**src/rtl/uart_tx_ctrl.sv**
```systemverilog
// uart_tx_ctrl: UART transmit frame sequencer driving start, data, parity and stop bits.
// Define UART_TX_TWO_STOP_EN to append a second stop bit to every frame.
module uart_tx_ctrl #(
    parameter int DATA_WIDTH = 8,
    parameter int WDOG_SLACK = 2
) (
    input  logic                  clk,
    input  logic                  reset,
    input  logic                  Data_Valid,
    input  logic [DATA_WIDTH-1:0] P_Data,
    input  logic                  PAR_EN,
    input  logic                  PAR_TYP,
    input  logic                  ser_done,
    input  logic                  ser_data,
    output logic                  ser_en,
    output logic                  TX_OUT,
    output logic                  busy,
    output logic                  frame_err
);

    localparam int WDOG_LIMIT = DATA_WIDTH + WDOG_SLACK;
    localparam int WDOG_W     = $clog2(WDOG_LIMIT + 1);

`ifdef UART_TX_TWO_STOP_EN
    typedef enum logic [2:0] {IDLE, START, DATA, PARITY, STOP, STOP2} state_t;
`else
    typedef enum logic [2:0] {IDLE, START, DATA, PARITY, STOP} state_t;
`endif

    state_t            state;
    state_t            next_state;
    logic              par_bit;
    logic              par_en_q;
    logic [WDOG_W-1:0] bit_cnt;
    logic              tx_q;
    logic              load_frame;
    logic              wdog_expired;
    logic              tx_d;
    logic              busy_d;
    logic              ser_en_d;

    // Next-state logic; load_frame marks the edge where a new byte is accepted.
    always_comb begin
        next_state   = state;
        load_frame   = 1'b0;
        wdog_expired = 1'b0;
        case (state)
            IDLE: begin
                if (Data_Valid) begin
                    next_state = START;
                    load_frame = 1'b1;
                end
            end
            START: next_state = DATA;
            DATA: begin
                if (ser_done) begin
                    next_state = par_en_q ? PARITY : STOP;
                end else if (bit_cnt == WDOG_W'(WDOG_LIMIT - 1)) begin
                    next_state   = STOP;
                    wdog_expired = 1'b1;
                end
            end
            PARITY: next_state = STOP;
`ifdef UART_TX_TWO_STOP_EN
            STOP: next_state = STOP2;
            STOP2: begin
                if (Data_Valid) begin
                    next_state = START;
                    load_frame = 1'b1;
                end else begin
                    next_state = IDLE;
                end
            end
`else
            STOP: begin
                if (Data_Valid) begin
                    next_state = START;
                    load_frame = 1'b1;
                end else begin
                    next_state = IDLE;
                end
            end
`endif
            default: next_state = IDLE;
        endcase
    end

    // Outputs decoded from next_state so the registered values line up with the state.
    always_comb begin
        tx_d     = 1'b1;
        busy_d   = 1'b1;
        ser_en_d = 1'b0;
        case (next_state)
            IDLE:    busy_d   = 1'b0;
            START:   tx_d     = 1'b0;
            DATA:    ser_en_d = 1'b1;
            PARITY:  tx_d     = par_bit;
            default: ;
        endcase
    end

    always_ff @(posedge clk) begin
        if (reset) begin
            state     <= IDLE;
            tx_q      <= 1'b1;
            ser_en    <= 1'b0;
            busy      <= 1'b0;
            frame_err <= 1'b0;
        end else begin
            state     <= next_state;
            tx_q      <= tx_d;
            ser_en    <= ser_en_d;
            busy      <= busy_d;
            frame_err <= wdog_expired;
        end
    end

    // bit_cnt counts DATA bit times and doubles as the ser_done watchdog.
    always_ff @(posedge clk) begin
        if (reset) begin
            par_bit  <= 1'b0;
            par_en_q <= 1'b0;
            bit_cnt  <= '0;
        end else begin
            if (load_frame) begin
                par_bit  <= (^P_Data) ^ PAR_TYP;
                par_en_q <= PAR_EN;
            end
            if (state == START) begin
                bit_cnt <= '0;
            end else if (state == DATA) begin
                bit_cnt <= bit_cnt + WDOG_W'(1);
            end
        end
    end

    // During DATA the line follows the serializer bit directly.
    assign TX_OUT = ser_en ? ser_data : tx_q;

endmodule

```
**config.mk**
```make
export PLATFORM = sky130hd
export DESIGN_NAME = uart_tx_ctrl
export DESIGN_NICKNAME = d
export VERILOG_FILES = /design/src/rtl/uart_tx_ctrl.sv
export SDC_FILE = /design/constraint.sdc
export NUM_CORES = 1
export LEC_CHECK = 0
export ABC_AREA = 1
export CAP_MARGIN = 20
export CORE_UTILIZATION = 45
export DETAILED_ROUTE_END_ITERATION = 12
export GPL_ROUTABILITY_DRIVEN = 1
export GPL_TIMING_DRIVEN = 0
export HOLD_SLACK_MARGIN = 0.02
export PLACE_DENSITY = 0.76
export SKIP_CTS_REPAIR_TIMING = 1
export SYNTH_ARGS = -nofsm -noshare
export SYNTH_HDL_FRONTEND = slang
export SYNTH_SLANG_ARGS = --single-unit
```
**constraint.sdc**
```tcl
create_clock -name clk -period 1.95 [get_ports clk]
set_clock_uncertainty 0.2 [all_clocks]
set_input_delay 0.39 -clock clk [delete_from_list [all_inputs] [get_ports clk]]
set_output_delay 0.39 -clock clk [all_outputs]
set_load 0.02 [all_outputs]
```
* After elaboration in Yosys (flattened, before gate mapping)
Cells that the tools add are included.
** Storage, ports and cells
- Register bits after elaboration :: 13
- Input bits :: 15
- Output and inout port bits :: 4
- Word-level logic and storage cells :: 38
** Operators by class
- Add/sub/neg operators :: 1
- Equality and inequality tests :: 8
- Multiplexer cells :: 13
- Bitwise gates (word level) :: 2
- Reductions and logical operators :: 6
** Operator list (count)
- $pmux 3 s5 :: 1
- $eq 3x2->1 const B :: 4
- $mux 3 :: 4
- $reduce_xor 8->1 :: 1
- $mux 1 :: 7
- $eq 3x1->1 const B :: 2
- $logic_not 3->1 :: 2
- $add 4x1->4 const B :: 1
- $eq 4x4->1 const B :: 1
- $reduce_or 2->1 :: 2
- $eq 3x3->1 const B :: 1
- $reduce_or 3->1 :: 1
- $pmux 1 s2 :: 1
- $not 1->1 :: 1
- $xor 1x1->1 :: 1

* Longest topological paths before layout
- Word-level depth :: 6
- Gate-level depth with buffers :: 10
- Gate-level depth less buffers :: 10

* Worst setup path before layout
No wires, ideal clock.
- Path kind :: reg-to-output
- From :: reg ser_en
- To :: out TX_OUT
- Arrival :: 0.840 ns
- Required time :: 1.360 ns
- Path slack :: 0.520 ns
- Cell stages (with the launch flop) :: 2
- Path buffers :: 0
- Cell sequence :: dfxtp_1 > mux2_2
** Between the ends
- Word-level cells in the longest chain between the ends :: 1
** RTL lines
- start, declared :: line 15 : output logic ser_en,
- start signal, assigned :: line 112 : ser_en <= ser_en_d;
- $mux 1 :: line 138 : assign TX_OUT = ser_en ? ser_data : tx_q;
- end, declared :: line 16 : output logic TX_OUT,
Every way passes these cells.

* Worst setup path in the final report
- From :: in ser_data
- To :: out TX_OUT
** Between the ends
- Word-level cells in the longest chain between the ends :: 1
** RTL lines
- start, declared :: line 14 : input logic ser_data,
- $mux 1 :: line 138
Every way passes these cells.

==> impl_metrics.yaml <==
global_route:
  grt_remaining_overflow: 0
  grt_max_degree: 10
  global_route_wire_length_before_repair_mm: 2.06
  number_of_antenna_violations_at_the_first_check_in_global_routing: 0
  global_route.usage.total_pct: 18.9
  first_global_vias: 547
hold_path:
  min_delay_path_depth: 2
  min_to: "tx_q"
  min_delay_src: "par_bit"
  worst_hold_path_class: "register to register"
clock_network:
  tritoncts.num_buffers: 3
  ctsHtreeMaxLevel: 1
  cts_tree: "yes"
  clkTransAtPathRegs_ps: 80
  cts.sinks: 13
  cts.root.buffer_cell: "clkbuf_4"
  clock_insertion_delay_worst_skew_ps: 280
  clock_path_buffers: 2
pwr:
  fin_total_pwr_uw: 584
  power_density_nw_per_um2: 643
  cellLeakagePower_uw: 0.000441
  peakVddDrop_v: 0.000448
sta:
  period_minus_slack_ps: 1820
  final_max_slew_viol_count: 0
  maxSlewHeadroom_pct: 83.4
  fmaxAchievable_mhz: 549
  final.setup.worst_slack_ps: 128
  worst_pin_slew_ps: 246
  final.period_utilization_pct: 93.4
  rsz_0062_raised_after_global_routing: "no"
  hold_viol: 0
  final_setup_violating_endpoints: 0
  hold_slack_ps: 287
critical_path:
  reg2regPathDepth: 10
  critical_path.endpoint_type: "output port"
  timing.critical_path.from_type: "primary input"
  r2r-end: "busy"
  path_class: "primary input to output port"
  timing.critical_path.from: "ser_data"
  worstPathMaxFanout: 1
  timing.reg2reg.setup_slack_ps: 360
  worst_ep_required_time_ps: 1360
  arrival_ps: 1230
  r2r-start: "bit_cnt[1]"
floorplanning:
  number_of_placement_rows: 13
  top_level_ports: 19
  die_span_x_um: 40.9
  core_area_um2: 1350
  die_y_um: 40.9
  die_area_um2: 1670
  start_util_pct: 50.4
synthesis:
  netlist_area_um2: 681
  netlist_top_cells_area: "dfxtp_1, nand2_1, inv_1"
  synth_edf_count: 0
  postSynthCellCount: 102
  synth_async_sr_flop_share_pct: 0
  ys_seq_elements: 13
  syn_avg_cell_area_um2: 6.67
  syn_nets: 119
  ys.flop_type: "dfxtp_1"
  synth_top_cell_area_share_pct: 38.2
  synth.yosys.seq_area_share_pct: 38.2
  synth-warning-count: 0
  synthDominantAreaCellType: "dfxtp_1"
  synth_cell_types: 22
job:
  timing.max_cap.violations: 0
cells_and_area:
  final_util_pct: 67.3
  post_route_cells_drive_above_1_share_pct: 8.87
  post-route-cell-area_um2: 908
  antenna-diode-count: 0
  leading_cell_type_in_the_layout_fill_and_taps_excluded: "nand2_1"
  layout.cells.most_common_list: "nand2_1, clkdlybuf4s50_1, inv_1"
  fill_cells: 125
  area.growth.synth_to_final_pct: 33.5
  finalNetCount: 142
outcome:
  status: "finished clean"
route:
  initialDrtViolationCount: 5
  drt.antenna.violating_nets: 0
  drt_first_pass_iters: 4
  routed_wire_length_per_instance_um: 8.81
  avgViaCountPerCell: 4.75
  drc: 0
  vias: 660
  wl_mm: 1.22
placed_design:
  port_buffers: 18
  routabilityCongestion: 0.703
  placed_cell_area_um2: 880
  post-place-ws_ps: -215
  place.detailed.hpwl_mm: 1.00
## synthesized netlist by cell type (2+ instances only)
cell,number
a21oi_1,5
nand2_1,34
o21ai_0,3
nand3_1,4
nor2_1,7
inv_2,2
dfxtp_1,13
ha_1,2
inv_1,16
xor2_1,2
nor2_2,2
nor3_1,2
## sequential cells by signal, summed over array words and instances (netlist names)
name	flops
par_bit	1
par_en_q	1
frame_err	1
busy	1
ser_en	1
tx_q	1
state	3
bit_cnt	4
## power by group
group	total [uW]	switching, uW	internal [uW]	leakage, uW
logic	126	64.2	62.3	0.000320
clock network	168	88.7	79.5	0.0000150
registers	290	9.56	280	0.000106
total	584	162	422	0.000441
## cell families (layout without fill, tap and decap cells)
family	count (synthesis)	after routing	share of synthesized area, %
adder cells (fa/ha/maj)	2	2	3.68
AND/OR/NAND/NOR	55	55	35.3
XOR/XNOR	2	2	2.57
buffers and inverters	18	40	9.93
AO/OA/AOI/OAI	11	11	8.64
flip-flops	13	13	38.2
multiplexers	1	1	1.65
## final cells by class
type	instances	area, um^2	area share, %
multi-input cells	71	353	38.8
well taps	15	18.8	2.07
repair buffers	18	183	20.1
clock buffers	4	26.3	2.89
inverters	18	67.6	7.44
flip-flops and latches	13	260	28.7
## stage by stage
stage,TNS [ps],std cells
after floorplan,0,102
after global placement,-201,135
final,0,139
after CTS,-211,139
after detailed placement,-215,135
after global routing,0,139
## worst max-delay path by stage
stage | cells after the start | end | slack, ps
3_5_place_dp | 3 | TX_OUT | -220
5_1_grt | 1 | ser_en | 70
6_report | 3 | TX_OUT | 130
2_1_floorplan | 1 | TX_OUT | 520
4_1_cts | 3 | TX_OUT | -210
3_3_place_gp | 3 | TX_OUT | -200
## worst max-delay path, cell delays in order
cell and delay (ps):
clkdlybuf4s50_1 390, mux2_2 250, dlymetal6s2s_1 200
## layer usage
metal  vias to the layer above  routed length, um  GRT usage [%]
li1                        364                  -              -
met1                       277                561           21.2
met2                        15                571           32.0
met3                         4                 77           8.15
met4                         0                 14           5.00
met5                         -                  0              0
Note: power is estimated with default switching activity, not from simulation.
